--- config.mk ---
export PLATFORM = sky130hd
export DESIGN_NAME = coef_load_sequencer
export DESIGN_NICKNAME = d
export VERILOG_FILES = /design/src/rtl/coef_load_sequencer.sv
export SDC_FILE = /design/constraint.sdc
export NUM_CORES = 1
export LEC_CHECK = 0
export CAP_MARGIN = 20
export CORE_MARGIN = 2
export CORE_UTILIZATION = 44
export CTS_CLUSTER_DIAMETER = 120
export DETAILED_ROUTE_END_ITERATION = 10
export PLACE_DENSITY = 0.9
export SYNTH_ARGS = -nofsm -noshare
export SYNTH_HDL_FRONTEND = slang
export SYNTH_SLANG_ARGS = --single-unit
--- constraint.sdc ---
create_clock -name clk -period 4.8 [get_ports clk]
set_input_delay 1.44 -clock clk [delete_from_list [all_inputs] [get_ports clk]]
set_output_delay 1.44 -clock clk [all_outputs]
set_load 0.03 [all_outputs]
--- src/rtl/coef_load_sequencer.sv ---
// coef_load_sequencer
// Turns single-cycle SPI write strobes into addressed FIR coefficient and EQ
// gain RAM writes with auto-incrementing addresses. FIR coefficients are
// double-buffered: writes go to the shadow bank (~active_bank), and a commit
// request swaps banks on the first frame_stb seen while the FIR MAC is idle.
//
// Ports:
//   clk, reset_n        clock, synchronous active-low reset
//   coef_wr_stb         one-cycle FIR coefficient write strobe
//   eq_wr_stb           one-cycle EQ gain write strobe
//   filter_select       [1:0] filter, [6] commit (rising edge), [7] restart (rising edge)
//   taps_per_filter     taps per filter minus 1
//   coef_lsb/coef_msb   coefficient data bytes
//   eq_lsb/eq_msb       EQ gain data bytes
//   frame_stb           stereo frame start pulse
//   fir_busy            FIR MAC is reading coefficients
//   coef_we/coef_bank/coef_filter/coef_addr/coef_wdata  coefficient RAM write port
//   active_bank         bank read by the FIR datapath
//   eq_we/eq_addr/eq_wdata  EQ RAM write port
//   load_busy           commit pending
//   status              [0] commit done, [1] overflow, [2] write while pending (all sticky)
module coef_load_sequencer #(
  parameter int unsigned NUM_FILTERS = 4,
  parameter int unsigned ADDR_W      = 8,
  parameter int unsigned COEF_W      = 16,
  parameter int unsigned NUM_EQ      = 8,
  localparam int unsigned FiltW      = $clog2(NUM_FILTERS),
  localparam int unsigned EqW        = $clog2(NUM_EQ)
) (
  input  logic              clk,
  input  logic              reset_n,
  input  logic              coef_wr_stb,
  input  logic              eq_wr_stb,
  input  logic [7:0]        filter_select,
  input  logic [7:0]        taps_per_filter,
  input  logic [7:0]        coef_lsb,
  input  logic [7:0]        coef_msb,
  input  logic [7:0]        eq_lsb,
  input  logic [7:0]        eq_msb,
  input  logic              frame_stb,
  input  logic              fir_busy,
  output logic              coef_we,
  output logic              coef_bank,
  output logic [FiltW-1:0]  coef_filter,
  output logic [ADDR_W-1:0] coef_addr,
  output logic [COEF_W-1:0] coef_wdata,
  output logic              active_bank,
  output logic              eq_we,
  output logic [EqW-1:0]    eq_addr,
  output logic [COEF_W-1:0] eq_wdata,
  output logic              load_busy,
  output logic [7:0]        status
);

  // One extra bit so a counter that ran past taps_per_filter = 255 is still
  // detectable as an overflow instead of wrapping back to 0.
  localparam int unsigned CntW = ADDR_W + 1;

  typedef enum logic [0:0] {StIdle, StPendSwap} state_e;

  state_e             state_q, state_d;
  logic               active_bank_q, active_bank_d;
  logic [CntW-1:0]    coef_cnt_q, coef_cnt_d;
  logic [EqW-1:0]     eq_cnt_q, eq_cnt_d;
  logic [FiltW-1:0]   filt_prev_q, filt_prev_d;
  logic               commit_prev_q, commit_prev_d;
  logic               restart_prev_q, restart_prev_d;
  logic               coef_we_q, coef_we_d;
  logic [FiltW-1:0]   coef_filter_q, coef_filter_d;
  logic [ADDR_W-1:0]  coef_addr_q, coef_addr_d;
  logic [COEF_W-1:0]  coef_wdata_q, coef_wdata_d;
  logic               eq_we_q, eq_we_d;
  logic [EqW-1:0]     eq_addr_q, eq_addr_d;
  logic [COEF_W-1:0]  eq_wdata_q, eq_wdata_d;
  logic [2:0]         status_q, status_d;

  logic               restart_edge, commit_edge, filt_change;
  logic [CntW-1:0]    coef_cnt_eff;
  logic [EqW-1:0]     eq_cnt_eff;
  logic [CntW-1:0]    taps_ext;
  logic               unused_fsel;

  assign unused_fsel = ^filter_select[5:FiltW];

  always_ff @(posedge clk) begin
    if (!reset_n) begin
      state_q        <= StIdle;
      active_bank_q  <= 1'b0;
      coef_cnt_q     <= '0;
      eq_cnt_q       <= '0;
      filt_prev_q    <= '0;
      commit_prev_q  <= 1'b0;
      restart_prev_q <= 1'b0;
      coef_we_q      <= 1'b0;
      coef_filter_q  <= '0;
      coef_addr_q    <= '0;
      coef_wdata_q   <= '0;
      eq_we_q        <= 1'b0;
      eq_addr_q      <= '0;
      eq_wdata_q     <= '0;
      status_q       <= '0;
    end else begin
      state_q        <= state_d;
      active_bank_q  <= active_bank_d;
      coef_cnt_q     <= coef_cnt_d;
      eq_cnt_q       <= eq_cnt_d;
      filt_prev_q    <= filt_prev_d;
      commit_prev_q  <= commit_prev_d;
      restart_prev_q <= restart_prev_d;
      coef_we_q      <= coef_we_d;
      coef_filter_q  <= coef_filter_d;
      coef_addr_q    <= coef_addr_d;
      coef_wdata_q   <= coef_wdata_d;
      eq_we_q        <= eq_we_d;
      eq_addr_q      <= eq_addr_d;
      eq_wdata_q     <= eq_wdata_d;
      status_q       <= status_d;
    end
  end

  always_comb begin
    state_d        = state_q;
    active_bank_d  = active_bank_q;
    coef_we_d      = 1'b0;
    coef_filter_d  = coef_filter_q;
    coef_addr_d    = coef_addr_q;
    coef_wdata_d   = coef_wdata_q;
    eq_we_d        = 1'b0;
    eq_addr_d      = eq_addr_q;
    eq_wdata_d     = eq_wdata_q;

    filt_prev_d    = filter_select[FiltW-1:0];
    commit_prev_d  = filter_select[6];
    restart_prev_d = filter_select[7];

    restart_edge   = filter_select[7] & ~restart_prev_q;
    commit_edge    = filter_select[6] & ~commit_prev_q;
    filt_change    = filter_select[FiltW-1:0] != filt_prev_q;
    taps_ext       = CntW'(taps_per_filter);

    // Restart and filter change take effect before a same-cycle strobe.
    coef_cnt_eff   = (restart_edge || filt_change) ? '0 : coef_cnt_q;
    eq_cnt_eff     = restart_edge ? '0 : eq_cnt_q;
    coef_cnt_d     = coef_cnt_eff;
    status_d       = restart_edge ? 3'b000 : status_q;

    unique case (state_q)
      StIdle: begin
        if (coef_wr_stb) begin
          if (coef_cnt_eff <= taps_ext) begin
            coef_we_d     = 1'b1;
            coef_filter_d = filter_select[FiltW-1:0];
            coef_addr_d   = coef_cnt_eff[ADDR_W-1:0];
            coef_wdata_d  = COEF_W'({coef_msb, coef_lsb});
            coef_cnt_d    = coef_cnt_eff + 1'b1;
          end else begin
            status_d[1] = 1'b1;
          end
        end
        if (commit_edge) begin
          state_d     = StPendSwap;
          status_d[0] = 1'b0;
        end
      end
      StPendSwap: begin
        // Shadow bank is frozen while a commit waits; further commits are ignored.
        if (coef_wr_stb) status_d[2] = 1'b1;
        if (frame_stb && !fir_busy) begin
          active_bank_d = ~active_bank_q;
          coef_cnt_d    = '0;
          status_d[0]   = 1'b1;
          state_d       = StIdle;
        end
      end
      default: state_d = StIdle;
    endcase

    eq_cnt_d = eq_cnt_eff;
    if (eq_wr_stb) begin
      eq_we_d    = 1'b1;
      eq_addr_d  = eq_cnt_eff;
      eq_wdata_d = COEF_W'({eq_msb, eq_lsb});
      eq_cnt_d   = (eq_cnt_eff == EqW'(NUM_EQ - 1)) ? '0 : eq_cnt_eff + 1'b1;
    end
  end

  assign coef_we     = coef_we_q;
  assign coef_bank   = ~active_bank_q;
  assign coef_filter = coef_filter_q;
  assign coef_addr   = coef_addr_q;
  assign coef_wdata  = coef_wdata_q;
  assign active_bank = active_bank_q;
  assign eq_we       = eq_we_q;
  assign eq_addr     = eq_addr_q;
  assign eq_wdata    = eq_wdata_q;
  assign load_busy   = (state_q == StPendSwap);
  assign status      = {5'b00000, status_q};

endmodule

==> run metrics, run 1 <==
core area=6420 um^2; Worst Tran Pin Value=0.914 ns; Achievable Freq=225 MHz; Hold Path Origin=coef_wdata[1]$_SDFFE_PN0P_; Psw=0.363 mW; # diodes=0; num rows=29; total track usage=21.4%; Logic pwr share=16.1%; largest net degree at the start of global routing=55; Sink Count=68; period utilisation layout=92.5%; outcome=finished, final reports clean; Worst R2R Setup Slack=1.68 ns; FILL cells=499; Switching Fraction=27.0%; hold_buf cts=0; max-cap violations=0; H-tree levels=3; fin util=66.5%; WL/cell=14.9 um; Synth top area share=45.8%; unique cell type count in the Yosys netlist=44; CTS tree=done; dominant cells by area after synthesis=dfxtp_1 46%, mux2i_1 6.1%, nand3_1 5.7%, a21oi_1 5.6%, o21ai_0 4.6%; sequential share of power=44.6%; critical path arrival=4.73 ns; Worst Clk Skew=0.00914 ns; hold depth=2; worst min-delay path class=register to register; cell taking the most area after synthesis=dfxtp_1; Final min period=4.44 ns; Syn Inst Count=342; sequential area share after synthesis=45.8%; number of nets in the layout=504; register area=1360 um^2; Final Hold Fails=0; share of cells above drive strength 1=8.30%; vias in the first global route=2776; port bufs=102; # resized after CTS=0; worst setup path startpoint=filter_select[1]; Async S/R FF share, synth=0%; DR vias/cell=5.33; pre-CTS WS=0.0639 ns; Clock power frac=39.3%; HPWL Detailed=5540 um; DR iter-0 viols=228; maximum vdd drop=0.251 mV; multi-input logic area=1410 um^2; CTS buffer count=9; setup_tns=0 ns; Die Ht=86.1 um; Die ar.=7420 um^2; Pleak=1.74 nW; Power, Total=1.35 mW; PwrDens=316 nW/um^2; Root Driver=clkbuf_8; WHS Endpoint=coef_wdata[1]$_SDFFE_PN0P_; top_reg_cell synth=dfxtp_1; count leader, synth=dfxtp_1; Warnings, synthesis=0; CP Max Fanout=12; CTS Buffer Depth=2; Final GP Congestion=0.889; synth cell count leaders=68 x dfxtp_1, 34 x nand3_1, 33 x a21oi_1, 27 x o21ai_0, 26 x nor2_1; IO Pins=112; first-pass GRT wire length=12500 um; Pins Over Slew Limit=0; Post-synth EDFFs=0; Final ANT Viol Nets=0; Worst-Skew Late Latency=0.34 ns; GRT overflow=0; Cell Area, Synth=2970 um^2; R2R depth=11; # DRC=0; total setup buffers inserted after CTS=0; Reg-to-Reg End=coef_cnt_q[4]$_SDFF_PN0_; P_int=0.984 mW; clk slew on worst S/H paths=0.08 ns; FF+latch count, synth=68; Worst EP required=5.09 ns; initial antenna violation count=0; Crit Path Category=input pin to register; P&R area growth vs syn=43.8%; FF-to-FF Start=filt_prev_q[1]$_SDFF_PN0_; first-pass iteration count of the detailed router=4; detailed-route wire length=7810 um; slew margin rel.=39.0%; hold_ws=0.478 ns; routed vias=2788; Initial Util=46.2%; Avg Cell Area, Syn=8.68 um^2; endpoints failing setup=0; die width=86.1 um; final worst setup slack=0.362 ns; Worst setup SP type=input pin; RSZ-0062 raised after global routing=false; crit path capture type=register
==> metrics by stage <==
stage | area, um^2 | cells
after floorplan | 2980 | 346
final | 4270 | 523
after global placement | 4050 | 507
after CTS | 4270 | 523
after global routing | 4270 | 523
after detailed placement | 4050 | 507
==> cells in the final DEF (no fill, tap or decap), types with 12 or more instances in the layout <==
master,count
a21oi_1,33
buf_4,12
clkdlybuf4s50_1,102
dfxtp_1,68
inv_1,17
mux2i_1,18
nand2_1,18
nand3_1,34
nor2_1,25
o21ai_0,27
==> worst max path at each step <==
stage | cells after the start | slack [ns] | endpoint
CTS | 12 | 0.43 | coef_wdata[2]$_SDFFE_PN0P_
floorplan | 14 | 0.72 | coef_wdata[10]$_SDFFE_PN0P_
detailed placement | 12 | 0.06 | coef_wdata[2]$_SDFFE_PN0P_
finish | 12 | 0.36 | coef_cnt_q[4]$_SDFF_PN0_
global placement | 12 | 0.14 | coef_wdata[4]$_SDFFE_PN0P_
global route | 12 | 0.12 | coef_wdata[10]$_SDFFE_PN0P_
==> cell families after synthesis <==
| kind of cell | share of synthesized area [%] |
|---|---|
| buf+inv | 7.25 |
| simple gates | 18.6 |
| compound gates | 16.8 |
| fa+ha+maj | 3.79 |
| xor+xnor | 1.47 |
| other cells | 0.126 |
| flops | 45.8 |
| mux | 6.07 |
==> state kept, by name (all words and copies together) (netlist names), 2 cells and up <==
register,count
coef_addr,8
coef_cnt_q,9
coef_filter,2
coef_wdata,16
eq_addr,3
eq_cnt_q,3
eq_wdata,16
filt_prev_q,2
status_q,3
==> critical path, stage by stage <==
cell and delay, ns:
clkdlybuf4s50_1 0.47, xnor2_1 0.27, and3_1 0.38, and2_0 0.23, ha_1 0.26, nor2b_1 0.15
o2111ai_1 0.20, a21oi_1 0.15, o32ai_4 0.57, nand3_1 0.23, inv_1 0.20, a31o_2 0.17
==> power by group through the flow <==
stage / logic [mW] / clock network [mW] / registers [mW]
after floorplan: 0.0802 / 0 / 0.653
after global placement: 0.213 / 0 / 0.612
after detailed placement: 0.217 / 0 / 0.614
after CTS: 0.218 / 0.537 / 0.601
after global routing: 0.233 / 0.563 / 0.603
final: 0.218 / 0.529 / 0.601
==> layout make-up <==
cell class / count / share of cell area (%)
clock buffer: 9 / 2.90
clock inverter: 7 / 2.34
inverter: 18 / 1.58
multi-input combinational: 230 / 33.0
sequential: 68 / 31.9
tap: 77 / 2.26
timing repair buffer: 114 / 26.0
==> routing by layer <==
layer  vias to the layer above  global-route usage, %  wire length (um)  share of wire (%)
met5                         -                      0                 0                  0
met4                         0                   9.24               129                1.7
met3                        15                   7.03               686                8.8
met2                       121                   34.8              3640                 47
met1                      1279                   25.8              3360                 43
li1                       1373                      -                 -                  -
Power figures use the tool's default switching activity.
==> run 2, diff against run 1 <==
Clock period 4.8 ns to 4.55 ns, I/O delays scaled along.
==> run metrics, run 2 (synthesis gave the netlist of run 1 again) <==
detailed-route wire length=7850 um; RSZ-0062 raised after global routing=false; commonest non-fill, non-tap cell in the layout=clkdlybuf4s50_1; total track usage=21.5%; num rows=29; clk slew on worst S/H paths=0.07 ns; Worst Tran Pin Value=0.899 ns; Worst Clk Skew=0.00583 ns; routed vias=2831; first-pass iteration count of the detailed router=5; crit-path max cell delay=0.47 ns; CTS buffer count=9; port bufs=102; crit-path cells=clkdlybuf4s50_1 -> xnor2_1 -> and3_1 -> and2_0 -> ha_1 -> nor2b_1 -> o2111ai_1 -> a21oi_1 -> o32ai_4 -> buf_4 -> a31oi_1 -> a31o_2; Final ANT Viol Nets=0; GRT overflow=0; CP Max Fanout=8; endpoints failing setup=0; critical path arrival=4.35 ns; Sink Count=68; # resized after CTS=0; DR iter-0 viols=281; commonest non-fill, non-tap cells in the layout=102 x clkdlybuf4s50_1, 68 x dfxtp_1, 34 x nand3_1; outcome=finished, final reports clean; P&R area growth vs syn=43.6%; Die ar.=7420 um^2; largest net degree at the start of global routing=55; hold depth=2; Worst EP required=4.78 ns; # diodes=0; Pleak=1.75 nW; Initial Util=46.2%; die width=86.1 um; HPWL Detailed=5590 um; share of cells above drive strength 1=8.71%; max-cap violations=0; Worst setup SP type=input pin; setup_tns=0 ns; worst min-delay path class=register to register; fin util=66.4%; Final GP Congestion=0.858; hold_buf cts=0; # DRC=0; Die Ht=86.1 um; WL/cell=14.9 um; worst-path cell with the longest stage delay=clkdlybuf4s50_1; CTS Buffer Depth=2; Achievable Freq=242 MHz; pre-CTS WS=0.124 ns; core area=6420 um^2; H-tree levels=3; total setup buffers inserted after CTS=0; slew margin rel.=40.1%; R2R depth=11; number of nets in the layout=506; period utilisation layout=90.7%; final worst setup slack=0.422 ns; Final min period=4.13 ns; crit path capture type=register; Crit Path Category=input pin to register; PwrDens=317 nW/um^2; first-pass GRT wire length=12700 um; Worst-Skew Late Latency=0.33 ns; Final Hold Fails=0; DR vias/cell=5.39; CTS tree=done; maximum vdd drop=0.207 mV; FILL cells=509; vias in the first global route=2912; initial antenna violation count=0; Root Driver=clkbuf_8; IO Pins=112; Pins Over Slew Limit=0
==> run 2: changes by cell type in the layout (fill, tap and decap cells not counted), sizes merged <==
cell      before  now
buf           12   14
bufinv         2    1
clkinvlp       0    1
==> run 2: cell type report <==
type                       count  area, um^2  share of cell area (%)
multi-input combinational    230        1410                    33.1
sequential                    68        1360                    31.9
timing repair buffer         116        1140                    26.7
clock buffer                   9         124                    2.90
tap                           77        96.3                    2.26
inverter                      18        67.6                    1.58
clock inverter                 7        66.3                    1.56
==> run 2: metal layers <==
metal	track usage, %	vias to the layer above	share of wire (%)
li1	-	1378	-
met5	0	-	0
met3	7.99	17	10
met1	24.3	1298	40
met2	36.2	138	48
met4	9.81	0	1.9
==> run 2: critical path: cells and delay by family <==
| kind | cells | cell delay (ns) |
|---|---|---|
| AO/OA/AOI/OAI | 5 | 1.11 |
| buffers and inverters | 2 | 0.71 |
| XOR/XNOR | 1 | 0.21 |
| adder cells (fa/ha/maj) | 1 | 0.26 |
| AND/OR/NAND/NOR | 3 | 0.69 |
==> run 2: stage by stage <==
stage	instances	hold slack (ns)	instance area, um^2	power (mW)
after global placement	509	0.458	4070	0.874
after CTS	525	0.479	4260	1.36
after floorplan	346	0.443	2980	0.773
final	525	0.479	4260	1.35
after global routing	525	0.509	4260	1.41
after detailed placement	509	0.467	4070	0.879
==> run 2: path summary, 6_finish.rpt <==
path / slack [ns] / end / start
setup / recovery: 0.42 / coef_cnt_q[6]$_SDFF_PN0_ / filter_select[1]
hold / removal: 0.48 / eq_addr[2]$_SDFFE_PN0P_ / eq_addr[2]$_SDFFE_PN0P_
setup reg to reg: 1.67 / coef_cnt_q[6]$_SDFF_PN0_ / filt_prev_q[1]$_SDFF_PN0_
hold reg to reg: 0.48 / eq_addr[2]$_SDFFE_PN0P_ / eq_addr[2]$_SDFFE_PN0P_
==> run 2: power breakdown <==
part	switching [mW]	internal (mW)	total, mW
Sequential	0.0131	0.621	0.634
Combinational	0.125	0.108	0.233
Clock	0.235	0.251	0.486
==> run 3, diff against run 2 <==
Settings changed: SKIP_CTS_REPAIR_TIMING set to 1.
==> results of run 3 <==
Final layout, timing and power as in run 2 (identical DEF).
